## src/rtl/bcd_rtc_count.sv

```systemverilog
// BCD real-time clock: seconds prescaler, 24h/12h hour sequencing, validated
// time load and a one-shot HH:MM:00 alarm. All outputs are registered.
module bcd_rtc_count #(
    parameter int TICKS_PER_SEC = 50_000_000,
    parameter bit MODE_12H      = 1'b0
) (
    input  logic       clk,
    input  logic       rst,
    input  logic       en,
    input  logic       load,
    input  logic [3:0] ld_ms_hr,
    input  logic [3:0] ld_ls_hr,
    input  logic [3:0] ld_ms_min,
    input  logic [3:0] ld_ls_min,
    input  logic [3:0] ld_ms_sec,
    input  logic [3:0] ld_ls_sec,
    input  logic       ld_pm,
    input  logic       al_en,
    input  logic [3:0] al_ms_hr,
    input  logic [3:0] al_ls_hr,
    input  logic [3:0] al_ms_min,
    input  logic [3:0] al_ls_min,
    input  logic       al_pm,
    output logic [3:0] ms_hr,
    output logic [3:0] ls_hr,
    output logic [3:0] ms_min,
    output logic [3:0] ls_min,
    output logic [3:0] ms_sec,
    output logic [3:0] ls_sec,
    output logic       pm,
    output logic       sec_pulse,
    output logic       day_wrap,
    output logic       alarm,
    output logic       load_err
);

    localparam int             PW        = (TICKS_PER_SEC > 1) ? $clog2(TICKS_PER_SEC) : 1;
    localparam logic [PW-1:0]  PS_TC     = PW'(TICKS_PER_SEC - 1);
    localparam logic [3:0]     RST_MS_HR = MODE_12H ? 4'd1 : 4'd0;
    localparam logic [3:0]     RST_LS_HR = MODE_12H ? 4'd2 : 4'd0;

    logic [PW-1:0] r_presc;
    logic          w_tick;
    logic          w_ld_ok;
    logic          w_digits_ok;
    logic          w_hr_ok;
    logic          w_c0, w_c1, w_c2, w_c3;
    logic [3:0]    w_n_ms_hr, w_n_ls_hr, w_n_ms_min, w_n_ls_min, w_n_ms_sec, w_n_ls_sec;
    logic          w_n_pm;
    logic          w_n_wrap;
    logic          w_n_alarm;

    assign w_tick = en && (r_presc == PS_TC);

    always_comb begin
        w_digits_ok = (ld_ms_hr <= 4'd9) && (ld_ls_hr <= 4'd9) &&
                      (ld_ms_min <= 4'd5) && (ld_ls_min <= 4'd9) &&
                      (ld_ms_sec <= 4'd5) && (ld_ls_sec <= 4'd9);
        if (MODE_12H)
            w_hr_ok = ((ld_ms_hr == 4'd0) && (ld_ls_hr != 4'd0) && (ld_ls_hr <= 4'd9)) ||
                      ((ld_ms_hr == 4'd1) && (ld_ls_hr <= 4'd2));
        else
            w_hr_ok = (ld_ms_hr < 4'd2) || ((ld_ms_hr == 4'd2) && (ld_ls_hr <= 4'd3));
        w_ld_ok = w_digits_ok && w_hr_ok;
    end

    assign w_c0 = (ls_sec == 4'd9);
    assign w_c1 = w_c0 && (ms_sec == 4'd5);
    assign w_c2 = w_c1 && (ls_min == 4'd9);
    assign w_c3 = w_c2 && (ms_min == 4'd5);

    always_comb begin
        w_n_ls_sec = w_c0 ? 4'd0 : ls_sec + 4'd1;
        w_n_ms_sec = w_c1 ? 4'd0 : (w_c0 ? ms_sec + 4'd1 : ms_sec);
        w_n_ls_min = w_c2 ? 4'd0 : (w_c1 ? ls_min + 4'd1 : ls_min);
        w_n_ms_min = w_c3 ? 4'd0 : (w_c2 ? ms_min + 4'd1 : ms_min);
        w_n_ms_hr  = ms_hr;
        w_n_ls_hr  = ls_hr;
        w_n_pm     = pm;
        w_n_wrap   = 1'b0;
        if (w_c3) begin
            if (MODE_12H) begin
                // 12 -> 01 keeps the meridiem; 11 -> 12 flips it, PM->AM is midnight
                if (ms_hr == 4'd1 && ls_hr == 4'd2) begin
                    w_n_ms_hr = 4'd0;
                    w_n_ls_hr = 4'd1;
                end else if (ms_hr == 4'd1 && ls_hr == 4'd1) begin
                    w_n_ls_hr = 4'd2;
                    w_n_pm    = ~pm;
                    w_n_wrap  = pm;
                end else if (ls_hr == 4'd9) begin
                    w_n_ms_hr = ms_hr + 4'd1;
                    w_n_ls_hr = 4'd0;
                end else begin
                    w_n_ls_hr = ls_hr + 4'd1;
                end
            end else begin
                if (ms_hr == 4'd2 && ls_hr == 4'd3) begin
                    w_n_ms_hr = 4'd0;
                    w_n_ls_hr = 4'd0;
                    w_n_wrap  = 1'b1;
                end else if (ls_hr == 4'd9) begin
                    w_n_ms_hr = ms_hr + 4'd1;
                    w_n_ls_hr = 4'd0;
                end else begin
                    w_n_ls_hr = ls_hr + 4'd1;
                end
            end
        end
        w_n_alarm = al_en &&
                    (w_n_ms_hr == al_ms_hr) && (w_n_ls_hr == al_ls_hr) &&
                    (w_n_ms_min == al_ms_min) && (w_n_ls_min == al_ls_min) &&
                    (w_n_ms_sec == 4'd0) && (w_n_ls_sec == 4'd0) &&
                    (!MODE_12H || (w_n_pm == al_pm));
    end

    always_ff @(posedge clk or negedge rst) begin
        if (!rst) begin
            r_presc   <= '0;
            ms_hr     <= RST_MS_HR;
            ls_hr     <= RST_LS_HR;
            ms_min    <= 4'd0;
            ls_min    <= 4'd0;
            ms_sec    <= 4'd0;
            ls_sec    <= 4'd0;
            pm        <= 1'b0;
            sec_pulse <= 1'b0;
            day_wrap  <= 1'b0;
            alarm     <= 1'b0;
            load_err  <= 1'b0;
        end else begin
            sec_pulse <= 1'b0;
            day_wrap  <= 1'b0;
            alarm     <= 1'b0;
            load_err  <= 1'b0;
            if (load && w_ld_ok) begin
                // an accepted load swallows any coincident tick
                r_presc <= '0;
                ms_hr   <= ld_ms_hr;
                ls_hr   <= ld_ls_hr;
                ms_min  <= ld_ms_min;
                ls_min  <= ld_ls_min;
                ms_sec  <= ld_ms_sec;
                ls_sec  <= ld_ls_sec;
                pm      <= MODE_12H && ld_pm;
            end else begin
                load_err <= load;
                if (w_tick) begin
                    r_presc   <= '0;
                    ms_hr     <= w_n_ms_hr;
                    ls_hr     <= w_n_ls_hr;
                    ms_min    <= w_n_ms_min;
                    ls_min    <= w_n_ls_min;
                    ms_sec    <= w_n_ms_sec;
                    ls_sec    <= w_n_ls_sec;
                    pm        <= w_n_pm;
                    sec_pulse <= 1'b1;
                    day_wrap  <= w_n_wrap;
                    alarm     <= w_n_alarm;
                end else if (en) begin
                    r_presc <= r_presc + 1'b1;
                end
            end
        end
    end

endmodule

```

## config.mk

```make
export PLATFORM = sky130hd
export DESIGN_NAME = bcd_rtc_count
export DESIGN_NICKNAME = d
export VERILOG_FILES = /design/src/rtl/bcd_rtc_count.sv
export SDC_FILE = /design/constraint.sdc
export NUM_CORES = 1
export LEC_CHECK = 0
export ABC_CLOCK_PERIOD_IN_PS = 2900
export BUFFER_PORTS_ARGS = -buffer_cell sky130_fd_sc_hd__buf_2
export CORE_MARGIN = 4
export CORE_UTILIZATION = 50
export CTS_CLUSTER_DIAMETER = 50
export DETAILED_ROUTE_END_ITERATION = 8
export PLACE_DENSITY = 0.71
export SLEW_MARGIN = 10
export SYNTH_ARGS = -nofsm -noshare
export SYNTH_HDL_FRONTEND = slang
export SYNTH_SLANG_ARGS = --single-unit
```

## constraint.sdc

```tcl
create_clock -name clk -period 2.9 [get_ports clk]
set_input_delay 0.58 -clock clk [delete_from_list [all_inputs] [get_ports clk]]
set_output_delay 0.58 -clock clk [all_outputs]
set_load 0.05 [all_outputs]
```

==> impl_metrics.toml, run 1 <==
[run_status]
status = "completed"

[setup_path]
critPathRequiredTime_ps = 3120
r2r-end = "alarm$_DFF_PN0_"
critPathMaxStageDelay_ps = 550
cp-start-kind = "flip-flop"
r2r-start = "ls_sec[2]$_DFFE_PN0P_"
critPathMaxFanout = 9
reg2reg_slack_ps = 210
path_cells = "and4bb_1 -> nand4_4 -> mux2_4 -> or4_1 -> nor3_1 -> nand4_1 -> nor4_2"
crit_path_top_delay_cell = "or4_1"
path_class = "flip-flop to flip-flop"
critical_path_arrival_ps = 2910
rr_worst_depth = 7
cp-end-kind = "flip-flop"

[route]
drt_iter0_markers = 218
drt_pass1_iterations = 5
routed_via_density = 5.85
postRouteAntennaNets = 0
vias = 3762
avgRoutedWirePerCell_um = 16.5
drc = 0
routed_wl_um = 10600

[place]
place.gp.congestion = 0.920
dp_hpwl_um = 8160
io_buffers = 72
dpl_cell_area_mm2 = 0.00440
dpl.cell_count = 635

[min_path]
min_path_type = "input pin to asynchronous set/reset pin"

[timing]
final-max-slew-violation-count = 0
skew_ps = 5.96
final_hold_viol_count = 0
rsz0062_at_grt = "false"
layout_min_cycle_time_ps = 2690
fin_tns_setup_ps = 0
hold_slack_ps = 289
finalCritPeriodShare_pct = 92.8
tightest_slew_ps = 658
slew_headroom_pct = 56.1
fmax_mhz = 372
setup_viol = 0

[clock_network]
cts_tree = "done"
cts_sinks = 54
post-cts-setup-buffer-count = 0
clk_path_buf_depth = 2
path_clk_slew_ps = 110
cts_made_buffers = 5
cts_htree_levels = 2
cts_resized = 0
ctsHoldBuffers = 0
clk_latency_ps = 310
clockRootBuffer = "clkbuf_8"

[die]
die_height_um = 95.8
dieArea_mm2 = 0.00917
ios = 76
die_x_um = 95.8
start_util_pct = 52.3
coreArea_mm2 = 0.00737
rows = 31

[yosys]
synthFlopType = "dfrtp_1"
yosysUniqueCellTypes = 57
synth.ff_latch_count = 54
avgSynthCellArea_um2 = 8.32
ys_seq_area_share_pct = 35.1
synthCells = 463
synth_edf_count = 0
synth_nets = 521
synthesis.area_mm2 = 0.00385
ys_async_sr_fraction_pct = 100
yosysWarnings = 0

[run]
cap_violations = 0

[power]
p_per_area_mw_per_mm2 = 373
leakagePower_nw = 2.03
irDropWorstVdd_uv = 243

[finish]
layoutNonFillerInstCount = 643
final_common_cell = "buf_2"
final_cell_mix = "buf_2 (72), dfrtp_1 (54), nand2_1 (50)"
area_growth_pct = 17.1
fill_cells = 690
final_area_mm2 = 0.00451
num_antenna_cells = 0
final_core_util_pct = 61.2
layout-drive-gt1-share_pct = 20.0
layout.nets = 601

[global_route]
grt_pass1_wl_um = 17200
overflow = 0
grt_pass1_vias = 3479
grt_use_total_pct = 24.0
grt_max_degree = 29
grt_antenna_before_repair = 0
flip-flops by register name, indices dropped and copies added, names as in the netlist:
signal,cells
ls_hr,4
ls_min,4
ms_hr,4
ms_min,4
load_err,1
ms_sec,4
ls_sec,4
sec_pulse,1
alarm,1
day_wrap,1
r_presc,26
logic make-up (layout without fill, tap and decap cells):
kind of cell    count (synthesis)  count (layout)  share of synthesized area [%]
compound gates                111             111                           17.7
xor+xnor                       38              38                           8.64
fa+ha+maj                      11              11                           3.57
buf+inv                        35             116                           3.93
flops                          54              54                           35.1
mux                            11              11                           2.99
other cells                     1               1                         0.0974
simple gates                  202             202                           28.0
worst max-delay path: cells and delay by family (launching register included):
family	cells	cell delay [ps]
flip-flops	1	460
multiplexers	1	310
AND/OR/NAND/NOR	6	1830
worst max-delay path by stage:
stage,endpoint,slack [ps],from
3_5_place_dp,alarm$_DFF_PN0_,280,ls_sec[2]$_DFFE_PN0P_
3_3_place_gp,alarm$_DFF_PN0_,280,ls_sec[2]$_DFFE_PN0P_
4_1_cts,alarm$_DFF_PN0_,240,ls_sec[2]$_DFFE_PN0P_
6_report,alarm$_DFF_PN0_,210,ls_sec[2]$_DFFE_PN0P_
2_1_floorplan,alarm$_DFF_PN0_,130,ms_sec[0]$_DFFE_PN0P_
5_1_grt,alarm$_DFF_PN0_,20,ms_sec[0]$_DFFE_PN0P_
cell usage after synthesis (all sizes together) (2+ instances only):
library cell   n  area, um2
dfrtp         54       1350
nand2         50        188
nor2          45        169
a21oi         36        180
o21ai         32        160
nand3         20        100
xnor2         19        166
xor2          19        166
inv           17       63.8
nor3          17       95.1
clkbuf        14       52.6
nand4         13       96.3
ha            11        138
nor4          11       90.1
mux2i         10        100
nor2b          8       50.1
or3            8       50.1
nand3b         6       45.0
o2111ai        6       52.6
a22oi          5       37.5
and3b          5       43.8
a211oi         4       30.0
a31oi          4       25.0
and3           4       25.0
buf            4       35.0
and4           3       26.3
nand2b         3       18.8
o22ai          3       18.8
o31ai          3       22.5
a21o           2       15.0
a311oi         2       17.5
a31o           2       17.5
nor4b          2       17.5
o221ai         2       17.5
o311ai         2       17.5
or4            2       15.0
metrics by stage:
| step | setup slack, ps | total power [mW] |
|---|---|---|
| 6_report | 210 | 1.68 |
| 5_1_grt | 16.2 | 1.77 |
| 4_1_cts | 240 | 1.69 |
| 3_5_place_dp | 279 | 1.21 |
| 3_3_place_gp | 284 | 1.20 |
| 2_1_floorplan | 133 | 1.08 |
area by class of cell:
| cell class | count | area, um2 | area share (%) |
|---|---|---|---|
| clock buffers | 7 | 96.3 | 2.14 |
| clock inverters | 1 | 8.76 | 0.194 |
| inverters | 17 | 63.8 | 1.42 |
| multi-input cells | 374 | 2360 | 52.4 |
| flip-flops and latches | 54 | 1350 | 30.0 |
| well taps | 99 | 124 | 2.75 |
| repair buffers | 91 | 503 | 11.2 |
power by group:
part	internal [mW]	leakage [nW]	switching (mW)
Clock	0.220	0.0544	0.267
Combinational	0.125	1.25	0.199
Sequential	0.804	0.721	0.0654
per-layer routing:
layer	up-vias	part of all wire [%]	global-route usage, %	routed length [um]
li1	1839	-	-	-
met1	1795	46	34.6	4870
met2	118	47	37.9	4970
met3	10	6.3	3.52	675
met4	0	1.1	5.92	116
met5	-	0	0	0
Power figures use the tool's default switching activity.
==> inputs of run 2 (changes only) <==
Settings changed: CELL_PAD_IN_SITES_DETAIL_PLACEMENT set to 2, CELL_PAD_IN_SITES_GLOBAL_PLACEMENT set to 2, CORE_UTILIZATION 50 to 33, PLACE_DENSITY 0.71 to 0.79, SLEW_MARGIN 10 to not set.
==> impl_metrics.toml, run 2 (synthesized netlist as in run 1, its figures left out) <==
[finish]
area_growth_pct = 22.9
layout.nets = 607
largest_reg_flops = 26
layout-drive-gt1-share_pct = 20.9
regMostFlops = "r_presc"
final_cell_mix = "buf_2 (72), dfrtp_1 (54), nand2_1 (50)"
num_antenna_cells = 0
final_area_mm2 = 0.00473
final_common_cell = "buf_2"

[setup_path]
critical_path_arrival_ps = 3020
cp-end-kind = "flip-flop"
crit_path_top_delay_cell = "or4_1"
critPathMaxFanout = 9
path_class = "flip-flop to flip-flop"
cp-start-kind = "flip-flop"
path_cells = "and4bb_1 -> o21ai_0 -> a22o_1 -> or4_1 -> nor3_1 -> nand4_1 -> nor4_2"
reg2reg_slack_ps = 100
critPathMaxStageDelay_ps = 570
critPathRequiredTime_ps = 3120

[place]
dp_hpwl_um = 10600
dpl_cell_area_mm2 = 0.00453
place.gp.congestion = 0.893
pre_cts_ws_ps = 73.9
io_buffers = 72

[route]
drt_iter0_markers = 115
drc = 0
vias = 3901
avgRoutedWirePerCell_um = 20.0
drt_pass1_iterations = 4
postRouteAntennaNets = 0
routed_via_density = 5.63
routed_wl_um = 13900

[power]
seqPwrFrac_pct = 43.1
p_int_mw = 1.43
finalPower_mw = 2.02
pwr-share-clk_pct = 39.8
sw_frac_of_total_pct = 29.2
irDropWorstVdd_uv = 223
net-switching-power_uw = 592
p_per_area_mw_per_mm2 = 427
leakagePower_nw = 2.11
power_frac_comb_pct = 17.1

[timing]
worst_slack_ps = 99.2
tightest_slew_ps = 667
layout_min_cycle_time_ps = 2800
fmax_mhz = 357
finalCritPeriodShare_pct = 96.6
final-max-slew-violation-count = 0
setup_viol = 0
skew_ps = 9.34
final_hold_viol_count = 0
slew_headroom_pct = 55.5

[global_route]
grt_max_degree = 41
grt_antenna_before_repair = 0
grt_pass1_vias = 4294
overflow = 0
grt_pass1_wl_um = 22600
grt_use_total_pct = 21.3

[clock_network]
cts_htree_levels = 2
cts_made_buffers = 5
cts_resized = 0
path_clk_slew_ps = 80
cts_sinks = 54
cts_tree = "done"
clk_latency_ps = 300
post-cts-setup-buffer-count = 0
ctsHoldBuffers = 0
clk_path_buf_depth = 2
clockRootBuffer = "clkbuf_16"

[die]
die_height_um = 116
start_util_pct = 33.7
rows = 39
dieArea_mm2 = 0.0135
ios = 76
die_x_um = 116
coreArea_mm2 = 0.0114

[run_status]
status = "completed"

[min_path]
min_path_type = "input pin to asynchronous set/reset pin"

[run]
cap_violations = 0
run 2: cell count changes in the layout (fill, tap and decap cells not counted):
cell	before	now
clkbuf_8	7	0
clkbuf_16	0	5
buf_12	0	3
buf_4	19	22
bufinv_16	0	2
run 2: per-layer routing:
metal  track usage (%)  wire, um  vias up  part of all wire (%)
li1                  -         -     1853                     -
met1              27.2      6070     1986                    44
met2              37.9      7180       55                    52
met3              3.08       495        7                   3.6
met4              5.10       141        0                   1.0
met5                 0         0        -                     0
run 2: power groups by stage:
| stage | logic, mW | registers (mW) | clock network [mW] |
|---|---|---|---|
| 5_1_grt | 0.382 | 0.882 | 0.859 |
| 2_1_floorplan | 0.160 | 0.922 | 0 |
| 4_1_cts | 0.351 | 0.872 | 0.827 |
| 3_5_place_dp | 0.347 | 0.886 | 0 |
| 6_report | 0.347 | 0.872 | 0.805 |
| 3_3_place_gp | 0.331 | 0.882 | 0 |
run 2: worst max-delay path, delay by kind of cell (launching register included):
kind	cells	cell delay, ps
AO/OA/AOI/OAI	2	500
AND/OR/NAND/NOR	5	1740
flip-flops	1	470
run 2: worst paths after layout:
path                                              from                      to  cells after the start
worst min register to register  r_presc[5]$_DFFE_PN0P_  r_presc[5]$_DFFE_PN0P_                      2
worst min-delay path                               rst   ms_min[1]$_DFFE_PN0P_                      1
worst max-delay path             ls_sec[1]$_DFFE_PN0P_         alarm$_DFF_PN0_                      7
max in group asynchronous                          rst     sec_pulse$_DFF_PN0_                      2
worst max register to register   ls_sec[1]$_DFFE_PN0P_         alarm$_DFF_PN0_                      7
min in group clk                          ld_ms_min[0]   ms_min[0]$_DFFE_PN0P_                      3
run 2: final cells by class:
| cell class | count | area, um2 |
|---|---|---|
| inverters | 17 | 63.8 |
| clock buffers | 5 | 125 |
| flip-flops and latches | 54 | 1350 |
| fillers | 1325 | 6680 |
| clock inverters | 3 | 68.8 |
| multi-input cells | 374 | 2360 |
| well taps | 143 | 179 |
| repair buffers | 97 | 586 |
run 2: per-stage QoR:
| stage | instances | utilization (%) | TNS [ps] | hold slack [ps] |
|---|---|---|---|---|
| 5_1_grt | 693 | 41.5 | -16.2 | 347 |
| 3_5_place_dp | 683 | 39.6 | 0 | 536 |
| 4_1_cts | 691 | 41.3 | 0 | 329 |
| 3_3_place_gp | 683 | 39.6 | 0 | 539 |
| 2_1_floorplan | 463 | - | 0 | 284 |
| 6_report | 693 | 41.5 | 0 | 306 |
